$ cat src/rtl/decode_pkg.sv
// -----------------------------------------------------------------------------
// decode_pkg
// Shared definitions for the decode stage: instruction field positions,
// opcode and ALU-control encodings, the decoded control record, the D->E
// pipeline record and the opcode decoder function.
// No ports (package).
// -----------------------------------------------------------------------------
package decode_pkg;

    localparam int INSTR_W   = 17;
    localparam int PC_W      = 12;
    localparam int REG_IDX_W = 4;
    localparam int ALU_W     = 3;

    // Instruction field positions
    localparam int OPC_HI   = 16;
    localparam int OPC_LO   = 13;
    localparam int RD_HI    = 12;
    localparam int RD_LO    = 9;
    localparam int RS1_HI   = 8;
    localparam int RS1_LO   = 5;
    localparam int RS2_HI   = 4;
    localparam int RS2_LO   = 1;
    localparam int IMM5_HI  = 4;
    localparam int IMM5_LO  = 0;
    localparam int IMM12_HI = 11;
    localparam int IMM12_LO = 0;

    // Opcodes 10..15 are unassigned and decode as illegal.
    typedef enum logic [3:0] {
        OP_NOP  = 4'd0,
        OP_ADD  = 4'd1,
        OP_SUB  = 4'd2,
        OP_AND  = 4'd3,
        OP_OR   = 4'd4,
        OP_ADDI = 4'd5,
        OP_LD   = 4'd6,
        OP_ST   = 4'd7,
        OP_BEQ  = 4'd8,
        OP_JMP  = 4'd9
    } opcode_e;

    typedef enum logic [ALU_W-1:0] {
        ALU_ADD = 3'b000,
        ALU_SUB = 3'b001,
        ALU_AND = 3'b010,
        ALU_OR  = 3'b011
    } alu_ctrl_e;

    typedef enum logic [1:0] {
        IMM_NONE = 2'd0,
        IMM_5    = 2'd1,
        IMM_12   = 2'd2
    } imm_sel_e;

    // Decoded control bits for one instruction.
    typedef struct packed {
        logic      reg_write;
        logic      mem_write;
        logic      mem_to_reg;
        logic      alu_src;
        logic      branch;
        logic      jump;
        logic      illegal;
        alu_ctrl_e alu_ctrl;
    } ctrl_t;

    // D->E pipeline record. The data-width dependent fields (RD1, RD2,
    // ImmExt) live next to this record in the stage because their width is
    // a module parameter.
    typedef struct packed {
        ctrl_t                 ctrl;
        logic [REG_IDX_W-1:0]  rd;
        logic [REG_IDX_W-1:0]  rs1;
        logic [REG_IDX_W-1:0]  rs2;
        logic [PC_W-1:0]       pc;
        logic [PC_W-1:0]       pc_plus4;
    } de_reg_t;

    // Opcode -> control bits. Unassigned opcodes leave every control bit
    // and ALU control at zero and only raise illegal.
    function automatic ctrl_t decode_ctrl(input opcode_e op);
        ctrl_t c;
        c = '0;
        c.alu_ctrl = ALU_ADD;
        case (op)
            OP_NOP:  ;
            OP_ADD:  c.reg_write = 1'b1;
            OP_SUB:  begin c.reg_write = 1'b1; c.alu_ctrl = ALU_SUB; end
            OP_AND:  begin c.reg_write = 1'b1; c.alu_ctrl = ALU_AND; end
            OP_OR:   begin c.reg_write = 1'b1; c.alu_ctrl = ALU_OR;  end
            OP_ADDI: begin c.reg_write = 1'b1; c.alu_src = 1'b1; end
            OP_LD:   begin
                c.reg_write  = 1'b1;
                c.mem_to_reg = 1'b1;
                c.alu_src    = 1'b1;
            end
            OP_ST:   begin c.mem_write = 1'b1; c.alu_src = 1'b1; end
            OP_BEQ:  begin c.branch = 1'b1; c.alu_ctrl = ALU_SUB; end
            OP_JMP:  c.jump = 1'b1;
            default: c.illegal = 1'b1;
        endcase
        return c;
    endfunction

    // Which immediate format an opcode uses.
    function automatic imm_sel_e decode_imm_sel(input opcode_e op);
        imm_sel_e s;
        case (op)
            OP_ADDI, OP_LD, OP_ST, OP_BEQ: s = IMM_5;
            OP_JMP:                        s = IMM_12;
            default:                       s = IMM_NONE;
        endcase
        return s;
    endfunction

endpackage

$ cat src/rtl/decode_stage_if.sv
// -----------------------------------------------------------------------------
// decode_stage_if
// Bundles every non-clock signal of the decode stage.
//   Fetch side   : InstrD, PCD, PCPlus4D
//   Hazard side  : StallD, FlushE (in), Rs1D, Rs2D (out, combinational)
//   Write-back   : RegWriteW, RdW, ResultW
//   Execute side : registered D->E outputs (*E)
// Modports:
//   master - surrounding pipeline (drives fetch/hazard/write-back inputs)
//   slave  - the decode stage itself
// There is no valid/ready handshake: the stage captures every cycle unless
// StallD holds it or FlushE clears it, and FlushE always wins over StallD.
// -----------------------------------------------------------------------------
interface decode_stage_if #(
    parameter int DATA_W = 16
);
    logic [16:0]       InstrD;
    logic [11:0]       PCD;
    logic [11:0]       PCPlus4D;
    logic              StallD;
    logic              FlushE;
    logic              RegWriteW;
    logic [3:0]        RdW;
    logic [DATA_W-1:0] ResultW;

    logic [3:0]        Rs1D;
    logic [3:0]        Rs2D;

    logic              RegWriteE;
    logic              MemWriteE;
    logic              MemtoRegE;
    logic              ALUSrcE;
    logic              BranchE;
    logic              JumpE;
    logic              IllegalE;
    logic [2:0]        ALUControlE;
    logic [DATA_W-1:0] RD1E;
    logic [DATA_W-1:0] RD2E;
    logic [DATA_W-1:0] ImmExtE;
    logic [3:0]        RdE;
    logic [3:0]        Rs1E;
    logic [3:0]        Rs2E;
    logic [11:0]       PCE;
    logic [11:0]       PCPlus4E;

    modport master (
        output InstrD, PCD, PCPlus4D, StallD, FlushE,
               RegWriteW, RdW, ResultW,
        input  Rs1D, Rs2D,
               RegWriteE, MemWriteE, MemtoRegE, ALUSrcE, BranchE, JumpE,
               IllegalE, ALUControlE, RD1E, RD2E, ImmExtE, RdE, Rs1E, Rs2E,
               PCE, PCPlus4E
    );

    modport slave (
        input  InstrD, PCD, PCPlus4D, StallD, FlushE,
               RegWriteW, RdW, ResultW,
        output Rs1D, Rs2D,
               RegWriteE, MemWriteE, MemtoRegE, ALUSrcE, BranchE, JumpE,
               IllegalE, ALUControlE, RD1E, RD2E, ImmExtE, RdE, Rs1E, Rs2E,
               PCE, PCPlus4E
    );
endinterface

$ cat src/rtl/register_file.sv
// -----------------------------------------------------------------------------
// register_file
// NREGS x DATA_W register file, two asynchronous read ports, one synchronous
// write port. Register 0 reads as zero and ignores writes. A write in flight
// is forwarded to a read port addressing the same register in the same cycle.
// Ports:
//   clk, reset         - clock, asynchronous active-low reset (clears all)
//   we, waddr, wdata   - write port (posedge)
//   raddr1, rdata1     - read port 1
//   raddr2, rdata2     - read port 2
// -----------------------------------------------------------------------------
module register_file
    import decode_pkg::*;
#(
    parameter int DATA_W = 16,
    parameter int NREGS  = 16
) (
    input  logic                 clk,
    input  logic                 reset,
    input  logic                 we,
    input  logic [REG_IDX_W-1:0] waddr,
    input  logic [DATA_W-1:0]    wdata,
    input  logic [REG_IDX_W-1:0] raddr1,
    input  logic [REG_IDX_W-1:0] raddr2,
    output logic [DATA_W-1:0]    rdata1,
    output logic [DATA_W-1:0]    rdata2
);

    logic [DATA_W-1:0] regs [NREGS];
    logic              wr_active;

    // A write to r0 is a no-op everywhere, including the bypass.
    assign wr_active = we && (waddr != '0);

    always_ff @(posedge clk or negedge reset) begin
        if (!reset) begin
            for (int i = 0; i < NREGS; i++) begin
                regs[i] <= '0;
            end
        end else if (wr_active) begin
            regs[waddr] <= wdata;
        end
    end

    always_comb begin
        rdata1 = '0;
        if (raddr1 == '0) begin
            rdata1 = '0;
        end else if (wr_active && (waddr == raddr1)) begin
            rdata1 = wdata;
        end else begin
            rdata1 = regs[raddr1];
        end
    end

    always_comb begin
        rdata2 = '0;
        if (raddr2 == '0) begin
            rdata2 = '0;
        end else if (wr_active && (waddr == raddr2)) begin
            rdata2 = wdata;
        end else begin
            rdata2 = regs[raddr2];
        end
    end

endmodule

$ cat src/rtl/decode_stage.sv
// -----------------------------------------------------------------------------
// decode_stage
// Pipeline decode stage: splits the instruction, decodes control bits,
// reads the register file (with write-back bypass), sign-extends the
// immediate and registers everything into the D->E pipeline register.
// Ports:
//   clk    - clock
//   reset  - asynchronous active-low reset; clears the D->E register and
//            the register file
//   bus    - decode_stage_if.slave (fetch inputs, hazard controls,
//            write-back port, Rs1D/Rs2D and all registered *E outputs)
// D->E register priority: reset, then FlushE (bubble), then StallD (hold),
// else capture.
// -----------------------------------------------------------------------------
module decode_stage
    import decode_pkg::*;
#(
    parameter int DATA_W = 16,
    parameter int NREGS  = 16
) (
    input  logic               clk,
    input  logic               reset,
    decode_stage_if.slave      bus
);

    // ---------------- field split ----------------
    opcode_e              opcode_d;
    logic [REG_IDX_W-1:0] rd_field;
    logic [REG_IDX_W-1:0] rs1_d;
    logic [REG_IDX_W-1:0] rs2_field;
    logic [REG_IDX_W-1:0] rs2_d;
    logic [4:0]           imm5;
    logic [11:0]          imm12;

    assign opcode_d  = opcode_e'(bus.InstrD[OPC_HI:OPC_LO]);
    assign rd_field  = bus.InstrD[RD_HI:RD_LO];
    assign rs1_d     = bus.InstrD[RS1_HI:RS1_LO];
    assign rs2_field = bus.InstrD[RS2_HI:RS2_LO];
    assign imm5      = bus.InstrD[IMM5_HI:IMM5_LO];
    assign imm12     = bus.InstrD[IMM12_HI:IMM12_LO];

    // ST and BEQ have no destination; their rd field names the second source
    // (store data / compare operand).
    assign rs2_d = ((opcode_d == OP_ST) || (opcode_d == OP_BEQ)) ? rd_field
                                                                 : rs2_field;

    assign bus.Rs1D = rs1_d;
    assign bus.Rs2D = rs2_d;

    // ---------------- control decode ----------------
    ctrl_t                ctrl_d;
    imm_sel_e             imm_sel_d;
    logic [DATA_W-1:0]    imm_ext_d;
    logic [REG_IDX_W-1:0] rd_d;

    assign ctrl_d    = decode_ctrl(opcode_d);
    assign imm_sel_d = decode_imm_sel(opcode_d);

    always_comb begin
        imm_ext_d = '0;
        case (imm_sel_d)
            IMM_5:   imm_ext_d = {{(DATA_W-5){imm5[4]}}, imm5};
            IMM_12:  imm_ext_d = {{(DATA_W-12){imm12[11]}}, imm12};
            default: imm_ext_d = '0;
        endcase
    end

    // A non-writing instruction carries rd=0 so the hazard unit never sees
    // a false destination match.
    assign rd_d = ctrl_d.reg_write ? rd_field : '0;

    // ---------------- register file ----------------
    logic [DATA_W-1:0] rd1_d;
    logic [DATA_W-1:0] rd2_d;

    register_file #(
        .DATA_W (DATA_W),
        .NREGS  (NREGS)
    ) u_register_file (
        .clk    (clk),
        .reset  (reset),
        .we     (bus.RegWriteW),
        .waddr  (bus.RdW),
        .wdata  (bus.ResultW),
        .raddr1 (rs1_d),
        .raddr2 (rs2_d),
        .rdata1 (rd1_d),
        .rdata2 (rd2_d)
    );

    // ---------------- D->E pipeline register ----------------
    de_reg_t           de_d;
    de_reg_t           de_q;
    logic [DATA_W-1:0] rd1_q;
    logic [DATA_W-1:0] rd2_q;
    logic [DATA_W-1:0] imm_q;

    always_comb begin
        de_d          = '0;
        de_d.ctrl     = ctrl_d;
        de_d.rd       = rd_d;
        de_d.rs1      = rs1_d;
        de_d.rs2      = rs2_d;
        de_d.pc       = bus.PCD;
        de_d.pc_plus4 = bus.PCPlus4D;
    end

    always_ff @(posedge clk or negedge reset) begin
        if (!reset) begin
            de_q  <= '0;
            rd1_q <= '0;
            rd2_q <= '0;
            imm_q <= '0;
        end else if (bus.FlushE) begin
            de_q  <= '0;
            rd1_q <= '0;
            rd2_q <= '0;
            imm_q <= '0;
        end else if (!bus.StallD) begin
            de_q  <= de_d;
            rd1_q <= rd1_d;
            rd2_q <= rd2_d;
            imm_q <= imm_ext_d;
        end
    end

    // ---------------- outputs ----------------
    assign bus.RegWriteE   = de_q.ctrl.reg_write;
    assign bus.MemWriteE   = de_q.ctrl.mem_write;
    assign bus.MemtoRegE   = de_q.ctrl.mem_to_reg;
    assign bus.ALUSrcE     = de_q.ctrl.alu_src;
    assign bus.BranchE     = de_q.ctrl.branch;
    assign bus.JumpE       = de_q.ctrl.jump;
    assign bus.IllegalE    = de_q.ctrl.illegal;
    assign bus.ALUControlE = de_q.ctrl.alu_ctrl;
    assign bus.RD1E        = rd1_q;
    assign bus.RD2E        = rd2_q;
    assign bus.ImmExtE     = imm_q;
    assign bus.RdE         = de_q.rd;
    assign bus.Rs1E        = de_q.rs1;
    assign bus.Rs2E        = de_q.rs2;
    assign bus.PCE         = de_q.pc;
    assign bus.PCPlus4E    = de_q.pc_plus4;

endmodule

$ cat src/flat_wrapper.sv
// flat-port wrapper written by rule: the top's interface ports become plain ports
module decode_stage_flat import decode_pkg::*;
#(
    parameter int DATA_W = 16,
    parameter int NREGS  = 16
)
  (clk, reset, bus_InstrD, bus_PCD, bus_PCPlus4D, bus_StallD, bus_FlushE, bus_RegWriteW, bus_RdW, bus_ResultW, bus_Rs1D, bus_Rs2D, bus_RegWriteE, bus_MemWriteE, bus_MemtoRegE, bus_ALUSrcE, bus_BranchE, bus_JumpE, bus_IllegalE, bus_ALUControlE, bus_RD1E, bus_RD2E, bus_ImmExtE, bus_RdE, bus_Rs1E, bus_Rs2E, bus_PCE, bus_PCPlus4E);
  decode_stage_if #(.DATA_W(DATA_W)) bus_i ();
  input  logic clk;
  input  logic reset;
  input wire logic [$bits(bus_i.InstrD)-1:0] bus_InstrD;
  input wire logic [$bits(bus_i.PCD)-1:0] bus_PCD;
  input wire logic [$bits(bus_i.PCPlus4D)-1:0] bus_PCPlus4D;
  input wire logic [$bits(bus_i.StallD)-1:0] bus_StallD;
  input wire logic [$bits(bus_i.FlushE)-1:0] bus_FlushE;
  input wire logic [$bits(bus_i.RegWriteW)-1:0] bus_RegWriteW;
  input wire logic [$bits(bus_i.RdW)-1:0] bus_RdW;
  input wire logic [$bits(bus_i.ResultW)-1:0] bus_ResultW;
  output wire logic [$bits(bus_i.Rs1D)-1:0] bus_Rs1D;
  output wire logic [$bits(bus_i.Rs2D)-1:0] bus_Rs2D;
  output wire logic [$bits(bus_i.RegWriteE)-1:0] bus_RegWriteE;
  output wire logic [$bits(bus_i.MemWriteE)-1:0] bus_MemWriteE;
  output wire logic [$bits(bus_i.MemtoRegE)-1:0] bus_MemtoRegE;
  output wire logic [$bits(bus_i.ALUSrcE)-1:0] bus_ALUSrcE;
  output wire logic [$bits(bus_i.BranchE)-1:0] bus_BranchE;
  output wire logic [$bits(bus_i.JumpE)-1:0] bus_JumpE;
  output wire logic [$bits(bus_i.IllegalE)-1:0] bus_IllegalE;
  output wire logic [$bits(bus_i.ALUControlE)-1:0] bus_ALUControlE;
  output wire logic [$bits(bus_i.RD1E)-1:0] bus_RD1E;
  output wire logic [$bits(bus_i.RD2E)-1:0] bus_RD2E;
  output wire logic [$bits(bus_i.ImmExtE)-1:0] bus_ImmExtE;
  output wire logic [$bits(bus_i.RdE)-1:0] bus_RdE;
  output wire logic [$bits(bus_i.Rs1E)-1:0] bus_Rs1E;
  output wire logic [$bits(bus_i.Rs2E)-1:0] bus_Rs2E;
  output wire logic [$bits(bus_i.PCE)-1:0] bus_PCE;
  output wire logic [$bits(bus_i.PCPlus4E)-1:0] bus_PCPlus4E;
  assign bus_i.InstrD = bus_InstrD;
  assign bus_i.PCD = bus_PCD;
  assign bus_i.PCPlus4D = bus_PCPlus4D;
  assign bus_i.StallD = bus_StallD;
  assign bus_i.FlushE = bus_FlushE;
  assign bus_i.RegWriteW = bus_RegWriteW;
  assign bus_i.RdW = bus_RdW;
  assign bus_i.ResultW = bus_ResultW;
  assign bus_Rs1D = bus_i.Rs1D;
  assign bus_Rs2D = bus_i.Rs2D;
  assign bus_RegWriteE = bus_i.RegWriteE;
  assign bus_MemWriteE = bus_i.MemWriteE;
  assign bus_MemtoRegE = bus_i.MemtoRegE;
  assign bus_ALUSrcE = bus_i.ALUSrcE;
  assign bus_BranchE = bus_i.BranchE;
  assign bus_JumpE = bus_i.JumpE;
  assign bus_IllegalE = bus_i.IllegalE;
  assign bus_ALUControlE = bus_i.ALUControlE;
  assign bus_RD1E = bus_i.RD1E;
  assign bus_RD2E = bus_i.RD2E;
  assign bus_ImmExtE = bus_i.ImmExtE;
  assign bus_RdE = bus_i.RdE;
  assign bus_Rs1E = bus_i.Rs1E;
  assign bus_Rs2E = bus_i.Rs2E;
  assign bus_PCE = bus_i.PCE;
  assign bus_PCPlus4E = bus_i.PCPlus4E;
  decode_stage #(.DATA_W(DATA_W), .NREGS(NREGS)) u_core (.clk(clk), .reset(reset), .bus(bus_i));
endmodule
$ cat config.mk
export PLATFORM = sky130hd
export DESIGN_NAME = decode_stage_flat
export DESIGN_NICKNAME = d
export VERILOG_FILES = /design/src/rtl/decode_pkg.sv /design/src/rtl/decode_stage_if.sv /design/src/rtl/register_file.sv /design/src/rtl/decode_stage.sv /design/src/flat_wrapper.sv
export SDC_FILE = /design/constraint.sdc
export NUM_CORES = 1
export LEC_CHECK = 0
export ABC_CLOCK_PERIOD_IN_PS = 2350
export BUFFER_PORTS_ARGS = -buffer_cell sky130_fd_sc_hd__buf_2
export CORE_MARGIN = 2
export CORE_UTILIZATION = 62
export CTS_BUF_LIST = sky130_fd_sc_hd__clkbuf_4
export CTS_CLUSTER_DIAMETER = 80
export DETAILED_ROUTE_END_ITERATION = 10
export GPL_TIMING_DRIVEN = 0
export PLACE_DENSITY = 0.88
export REMOVE_ABC_BUFFERS = 1
export SLEW_MARGIN = 20
export SYNTH_ARGS = -nofsm -noshare
export SYNTH_HDL_FRONTEND = slang
export SYNTH_SLANG_ARGS = --single-unit
$ cat constraint.sdc
create_clock -name clk -period 2.35 [get_ports clk]
set_clock_uncertainty 0.15 [all_clocks]
set_input_delay 0.3525 -clock clk [delete_from_list [all_inputs] [get_ports clk]]
set_output_delay 0.3525 -clock clk [all_outputs]
set_load 0.02 [all_outputs]
==> impl_results.rst, run 1 <==
.. list-table::
   :header-rows: 1

   * - Metric
     - Value
   * - Normalized max-slew margin
     - 13.47%
   * - Run status
     - complete, but fails checks
   * - TritonCTS clock tree
     - yes
   * - End of the worst register-to-register path
     - u_core.bus.RD1E[1]
   * - Non-Filler Instances
     - 2162
   * - Max-cap violation count
     - 0
   * - Clock root buffer
     - sky130_fd_sc_hd__clkbuf_4
   * - Fraction of layout instances using a drive strength above 1
     - 43.73%
   * - Nets
     - 1783
   * - Total power per unit cell area
     - 808.1 nW/um^2
   * - Cell variety after synth
     - 59
   * - Final hold violations
     - 0
   * - Overall overflow remaining after global route
     - 0
   * - Top metal layer carrying routed signals
     - met5
   * - Total routing usage reported by global routing
     - 42.78%
   * - # clock sinks
     - 345
   * - X dimension of the die
     - 173.7 um
   * - CTS Buf Count
     - 87
   * - Count of flip-flops with a built-in enable after synthesis
     - 0
   * - Most common cell after layout, fill and taps aside
     - sky130_fd_sc_hd__dfrtp_1
   * - Warnings, synthesis
     - 0
   * - Antenna violations before repair
     - 11
   * - Vias per cell
     - 7.615
   * - Area of the placeable core
     - 28550 um^2
   * - Overall die height
     - 173.7 um
   * - Failing checks
     - negative setup slack
   * - Synthesized instance count
     - 1461
   * - Worst hold path type
     - in2async
   * - Area growth, synth to finish
     - 22.45%
   * - Crit path kind
     - in2reg
   * - Starting utilization of the core area
     - 62.54%
   * - PnR Total Power
     - 17.67 mW
   * - Count of final max-slew check failures
     - 0
   * - Worst supply voltage drop on vdd
     - 0.5819 mV
   * - Router iterations before antenna repair
     - 10
   * - Post-route ant nets
     - 0
   * - Maximum number of pins on one net before global-route repair
     - 101
   * - Setup crit end kind
     - register
   * - WL met3
     - 11520 um
   * - Setup violations, final
     - 23
   * - Clock network latency to the later pin of the worst-skew pair
     - 0.86 ns
   * - RSZ-0062 raised after global routing
     - true
   * - Core Rows
     - 62
   * - Final critical-path setup slack
     - -0.5931 ns
   * - Mean post-synth cell area
     - 12.22 um^2
   * - Initial DRC count
     - 3337
   * - FMAX
     - 339.8 MHz
   * - Half-perimeter wire length after detailed placement
     - 31550 um
   * - Final non-filler cell area
     - 21860 um^2
   * - Ys async rst share
     - 100.0%
   * - Area of the mapped netlist
     - 17850 um^2
   * - Wire length of the first global-routing pass
     - 97260 um
   * - Slew @ Worst Pin
     - 1.284 ns
   * - Area of placed instances
     - 19240 um^2
   * - Number of cells on the worst reg-to-reg path
     - 4
   * - Register clock-pin slew on the reported worst setup and hold paths
     - 0.13 ns
   * - Total routed wirelength
     - 69220 um
   * - Final period utilization
     - 125.2%
   * - Launch instance of the worst register-to-register path
     - u_core.u_register_file.regs[65]
   * - Most used cells in the layout excluding fill and tap cells
     - sky130_fd_sc_hd__dfrtp_1, sky130_fd_sc_hd__mux2_2, sky130_fd_sc_hd__buf_2
   * - Sequential-to-total area share from yosys stat
     - 48.36%
   * - Data required time at the worst endpoint
     - 2.88 ns
   * - Dpl cells
     - 1887
   * - I/O pin cnt
     - 168
   * - Last weighted congestion value of the routability-driven placer
     - 0.8455
   * - Setup slack of the worst register-to-register path
     - -0.28 ns
   * - WL per Instance
     - 32.02 um
   * - Kind of start point of the critical path
     - primary input
   * - Worst-case clock buffer depth
     - 3
   * - Maximum net fanout on the critical path
     - 38
   * - Time the worst path needs with I/O delays and setup
     - 2.943 ns
   * - Total via count in the routed design
     - 16460
   * - Leakage
     - 9.769 nW
   * - Synthesis-stage register bit count
     - 345
   * - Detailed-route DRC error count
     - 0
   * - Maximum level of the CTS H-tree
     - 3
   * - Via count of the first global-routing pass
     - 16320
   * - Number of buffers inserted by port buffering
     - 166
   * - Worst endpoint data arrival time
     - 3.47 ns
   * - Primary flip-flop cell chosen by synthesis mapping
     - sky130_fd_sc_hd__dfrtp_1
   * - Die Area
     - 30170 um^2
   * - WL met1
     - 21520 um
   * - Length of routed met2 wiring
     - 29250 um
-- routing by layer --
layer / vias up / track usage (%)
li1: 6024 / -
met1: 7706 / 48.95
met2: 2014 / 62.77
met3: 709 / 20.66
met4: 10 / 30.88
met5: - / 1.763
-- per-stage QoR --
step | TNS [ns] | hold slack [ns] | worst slack [ns] | utilization, %
detailed placement | -56.12 | 0.2359 | -2.221 | 67.40
CTS | 0 | 0.01353 | 0.005915 | 75.12
global route | -8.349 | 0.05621 | -0.6734 | 76.56
global placement | -2229.61 | 0.2305 | -5.585 | 64.81
finish | -3.767 | 0.03036 | -0.5931 | 76.58
floorplan | -44.80 | -0.09309 | -2.462 | -
-- how the worst max path moves through the flow --
stage / startpoint / to / slack (ns) / depth (start not counted)
2_1_floorplan: bus_InstrD[15] / u_core.bus.RD2E[0] / -2.46 / 8
3_3_place_gp: reset / u_core.u_register_file.regs[109] / -5.58 / 1
3_5_place_dp: bus_InstrD[14] / u_core.bus.RD2E[11] / -2.22 / 10
4_1_cts: bus_InstrD[14] / u_core.bus.ImmExtE[4] / 0.006 / 8
5_1_grt: bus_InstrD[15] / u_core.bus.ImmExtE[14] / -0.67 / 7
6_report: bus_InstrD[14] / u_core.bus.RD2E[1] / -0.59 / 12
-- cell usage after synthesis (16+ instances only) --
| library cell | number | area [um^2] |
|---|---|---|
| sky130_fd_sc_hd__mux2i_1 | 75 | 750.7 |
| sky130_fd_sc_hd__nand4_1 | 61 | 381.6 |
| sky130_fd_sc_hd__clkbuf_1 | 127 | 476.7 |
| sky130_fd_sc_hd__dfrtp_1 | 345 | 8633 |
| sky130_fd_sc_hd__nand3_1 | 57 | 285.3 |
| sky130_fd_sc_hd__mux2_2 | 249 | 2804 |
| sky130_fd_sc_hd__mux4_2 | 80 | 1802 |
| sky130_fd_sc_hd__a21oi_1 | 23 | 115.1 |
| sky130_fd_sc_hd__and3_1 | 16 | 100.1 |
| sky130_fd_sc_hd__nor2_1 | 64 | 240.2 |
| sky130_fd_sc_hd__nor3_1 | 22 | 110.1 |
| sky130_fd_sc_hd__buf_2 | 16 | 80.08 |
| sky130_fd_sc_hd__o21ai_0 | 69 | 345.3 |
| sky130_fd_sc_hd__a32o_1 | 30 | 300.3 |
| sky130_fd_sc_hd__nand2_1 | 92 | 345.3 |
-- sequential cells by signal, indices dropped and copies added, names as in the netlist, 2 cells and up --
signal	cells
u_core.bus.ALUControlE	2
u_core.bus.ImmExtE	12
u_core.bus.PCE	12
u_core.bus.PCPlus4E	12
u_core.bus.RD1E	16
u_core.bus.RD2E	16
u_core.bus.RdE	4
u_core.bus.Rs1E	4
u_core.bus.Rs2E	4
u_core.u_register_file.regs	256
-- critical path: stages --
cell                      delay [ns]
sky130_fd_sc_hd__buf_12         0.11
sky130_fd_sc_hd__buf_8          0.13
sky130_fd_sc_hd__or4b_4         0.60
sky130_fd_sc_hd__a21o_4         0.30
sky130_fd_sc_hd__buf_4          0.15
sky130_fd_sc_hd__buf_4          0.19
sky130_fd_sc_hd__buf_12         0.20
sky130_fd_sc_hd__nand3_1        0.14
sky130_fd_sc_hd__nand4_1        0.54
sky130_fd_sc_hd__nand4_1        0.30
sky130_fd_sc_hd__nor3_1         0.09
sky130_fd_sc_hd__a221o_1        0.33
-- power breakdown --
group	internal, mW	switching (mW)
Combinational	2.18	2.15
Clock	2.49	2.84
Sequential	7.00	1.01
Total	11.7	6.00
-- layout make-up --
cell class,count,area [um^2]
Timing Repair inverter,1,8.758
Antenna cell,8,20.02
Tap cell,384,480.5
Clock inverter,22,121.4
Timing Repair Buffer,322,2748
Sequential cell,345,8633
Multi-Input combinational cell,953,8875
Fill cell,1479,6686
Clock buffer,122,915.9
Inverter,5,58.81
-- repair_timing --
action	4_1_cts	5_1_grt
endpoints found under the setup margin	20	34
resized for setup	31	53
setup buffers	33	22
cloned	4	2
pin swaps	15	13
hold endpoints to repair	443	0
hold buffers	63	0
-- cell families after synthesis --
| logic type | synth area share [%] |
|---|---|
| AO/OA/AOI/OAI | 6.777 |
| XOR/XNOR | 0.2943 |
| adder cells (fa/ha/maj) | 0.1401 |
| buffers and inverters | 3.827 |
| flip-flops | 48.36 |
| multiplexers | 30.44 |
| other | 0.02100 |
| AND/OR/NAND/NOR | 10.14 |
No activity file was read; power rests on OpenSTA's default activity.
==> run 2, diff against run 1 <==
- CORE_UTILIZATION: 62 -> 46
- PLACE_DENSITY: 0.88 -> 0.69
==> run 2 against run 1 <==
The run still ends with negative setup slack left. Via count shrank 13%. Worst hold slack lost 0.0020 ns. Clock power grew 7.3%. Count of clock-buffer cells in the layout grew 19. Critical path depth shrank 1. Sequential power shrank 2.7%. Global-route usage shrank 15 points.
==> impl_results.rst, run 2 (same netlist as run 1, synthesis figures left out) <==
.. list-table::
   :header-rows: 1

   * - Metric
     - Value
   * - Die Area
     - 40400 um^2
   * - Starting utilization of the core area
     - 46.41%
   * - Clock share of power
     - 32.8%
   * - Reg power frac
     - 44.7%
   * - Number of flip-flops under the largest register name
     - 256
   * - I/O pin cnt
     - 168
   * - Overall die height
     - 201.0 um
   * - Worst endpoint data arrival time
     - 2.92 ns
   * - Fill cell count
     - 3048
   * - Total Neg Setup Slack
     - -0.04902 ns
   * - Setup violations, final
     - 4
   * - Total routed wirelength
     - 56320 um
   * - Combinational share of power
     - 22.5%
   * - Via count of the first global-routing pass
     - 14580
   * - Non-Filler Instances
     - 2303
   * - Clock network latency to the later pin of the worst-skew pair
     - 0.77 ns
   * - Half-perimeter wire length after detailed placement
     - 32400 um
   * - # clock sinks
     - 345
   * - Core Rows
     - 72
   * - X dimension of the die
     - 201.0 um
   * - TritonCTS clock tree
     - yes
   * - Data required time at the worst endpoint
     - 2.88 ns
   * - Most common cell after layout, fill and taps aside
     - sky130_fd_sc_hd__dfrtp_1
   * - Most prevalent standard cell on the critical path
     - sky130_fd_sc_hd__buf_12
   * - Count of final max-slew check failures
     - 0
   * - Delay-heaviest family, CP
     - simple AND/OR/NAND/NOR gates
   * - Area growth, synth to finish
     - 23.79%
   * - Int Power
     - 12.28 mW
   * - Register containing the most flip-flops in the final layout
     - u_core.u_register_file.regs
   * - Worst hold path type
     - in2async
   * - Worst-case clock buffer depth
     - 3
   * - Router iterations before antenna repair
     - 8
   * - Slew @ Worst Pin
     - 1.211 ns
   * - Final critical-path setup slack
     - -0.03847 ns
   * - Initial DRC count
     - 1656
   * - Maximum net fanout on the critical path
     - 27
   * - Vias per cell
     - 6.225
   * - Worst supply voltage drop on vdd
     - 0.3088 mV
   * - Register clock-pin slew on the reported worst setup and hold paths
     - 0.06 ns
   * - Worst hold slack
     - 0.02834 ns
   * - Total routing usage reported by global routing
     - 27.75%
   * - Max-cap violation count
     - 0
   * - Final period utilization
     - 101.6%
   * - Failing checks
     - negative setup slack
   * - Switching power
     - 5.157 mW
   * - Dpl cells
     - 2022
   * - Post-route ant nets
     - 0
   * - Number of buffers inserted by port buffering
     - 166
   * - Maximum level of the CTS H-tree
     - 3
   * - Nets
     - 1785
   * - CTS Buf Count
     - 92
   * - Last weighted congestion value of the routability-driven placer
     - 0.8210
   * - Fraction of power spent switching nets
     - 29.58%
   * - Setup crit end kind
     - register
   * - Final hold violations
     - 0
   * - Antenna violations before repair
     - 4
   * - Most used cells in the layout excluding fill and tap cells
     - sky130_fd_sc_hd__dfrtp_1, sky130_fd_sc_hd__mux2_2, sky130_fd_sc_hd__buf_2
   * - WL per Instance
     - 24.45 um
   * - Overall overflow remaining after global route
     - 0
   * - Slowest Stage Delay on Critical Path
     - 0.55 ns
   * - Maximum number of pins on one net before global-route repair
     - 101
   * - FMAX
     - 418.7 MHz
   * - Total via count in the routed design
     - 14340
   * - Cells traversed along the worst timing path
     - buf_12 -> or4b_4 -> a21o_4 -> buf_12 -> nand2_8 -> buf_4 -> buf_12 -> nand2_1 -> a32o_1 -> nor4_2 -> a221o_1
   * - Leakage
     - 9.851 nW
   * - Time the worst path needs with I/O delays and setup
     - 2.388 ns
   * - Clock root buffer
     - sky130_fd_sc_hd__clkbuf_4
   * - Kind of start point of the critical path
     - primary input
   * - Detailed-route DRC error count
     - 0
   * - Number of buffer and inverter instances along the worst setup path
     - 4
   * - Normalized max-slew margin
     - 19.28%
   * - Total power per unit cell area
     - 788.8 nW/um^2
   * - Wire length of the first global-routing pass
     - 86250 um
   * - Run status
     - complete, but fails checks
   * - Crit-path slowest cell
     - sky130_fd_sc_hd__or4b_4
   * - Area of the placeable core
     - 38470 um^2
   * - Crit path kind
     - in2reg
   * - Fraction of layout instances using a drive strength above 1
     - 42.95%
run 2: layout make-up:
type,instances,area (um^2),area share (%)
Tap cell,518,648.1,2.933
Sequential cell,345,8633,39.06
Multi-Input combinational cell,951,8796,39.80
Inverter,5,50.05,0.2265
Timing Repair Buffer,321,2719,12.30
Clock inverter,17,176.4,0.7983
Antenna cell,4,10.01,0.04529
Timing Repair inverter,1,8.758,0.03963
Clock buffer,141,1059,4.790
run 2: path summary, 6_finish.rpt:
| check | from | endpoint | slack [ns] | depth (start not counted) |
|---|---|---|---|---|
| max in group asynchronous | reset | u_core.u_register_file.regs[165] | 1.09 | 3 |
| min in group clk | bus_StallD | u_core.bus.JumpE | 0.08 | 3 |
| worst min-delay path | reset | u_core.u_register_file.regs[229] | 0.03 | 3 |
| worst max register to register | u_core.u_register_file.regs[68] | u_core.bus.RD1E[4] | 0.32 | 4 |
| worst max-delay path | bus_InstrD[15] | u_core.bus.RD2E[0] | -0.04 | 11 |
| worst min register to register | u_core.u_register_file.regs[247] | u_core.u_register_file.regs[247] | 0.25 | 0 |
run 2: metal layers:
layer / vias up / routed length [um] / share of wire, % / track usage [%]
met5: - / 0 / 0 / 0
met2: 816 / 26470 / 47 / 43.31
met3: 177 / 5150 / 9.1 / 7.922
li1: 6039 / - / - / -
met4: 0 / 2202 / 3.9 / 12.04
met1: 7305 / 22500 / 40 / 36.30
run 2: worst register-to-register path, cell delays in order, from the launching register on:
cell and delay, ns:
sky130_fd_sc_hd__dfrtp_1 0.40, sky130_fd_sc_hd__mux4_2 0.49, sky130_fd_sc_hd__mux4_2 0.49, sky130_fd_sc_hd__mux2i_1 0.24
sky130_fd_sc_hd__o21ai_0 0.12
run 2: timing repair:
item / CTS / global route
endpoints found under the hold margin: 573 / 0
gates cloned: 3 / 1
pin swaps: 16 / 7
gates resized for setup: 28 / 15
setup buffers: 30 / 5
hold buffers: 80 / 0
setup endpoints to repair: 20 / 20
run 2: power by group through the flow:
stage / registers [mW] / logic [mW] / clock network, mW
finish: 7.79 / 3.93 / 5.71
global route: 7.90 / 4.21 / 6.13
CTS: 7.75 / 3.88 / 5.81
detailed placement: 7.85 / 3.64 / 0
global placement: 7.78 / 3.41 / 0
floorplan: 7.74 / 2.34 / 0
run 2: metrics by stage:
stage | cell area [um^2] | setup slack [ns] | power [mW] | util [%]
2_1_floorplan | 17190 | -2.462 | 10.08 | -
4_1_cts | 21970 | 0.002469 | 17.43 | 57.11
3_3_place_gp | 18670 | -5.851 | 11.19 | 48.54
6_report | 22100 | -0.03847 | 17.43 | 57.45
5_1_grt | 22100 | -0.03340 | 18.24 | 57.45
3_5_place_dp | 19480 | -2.337 | 11.49 | 50.63
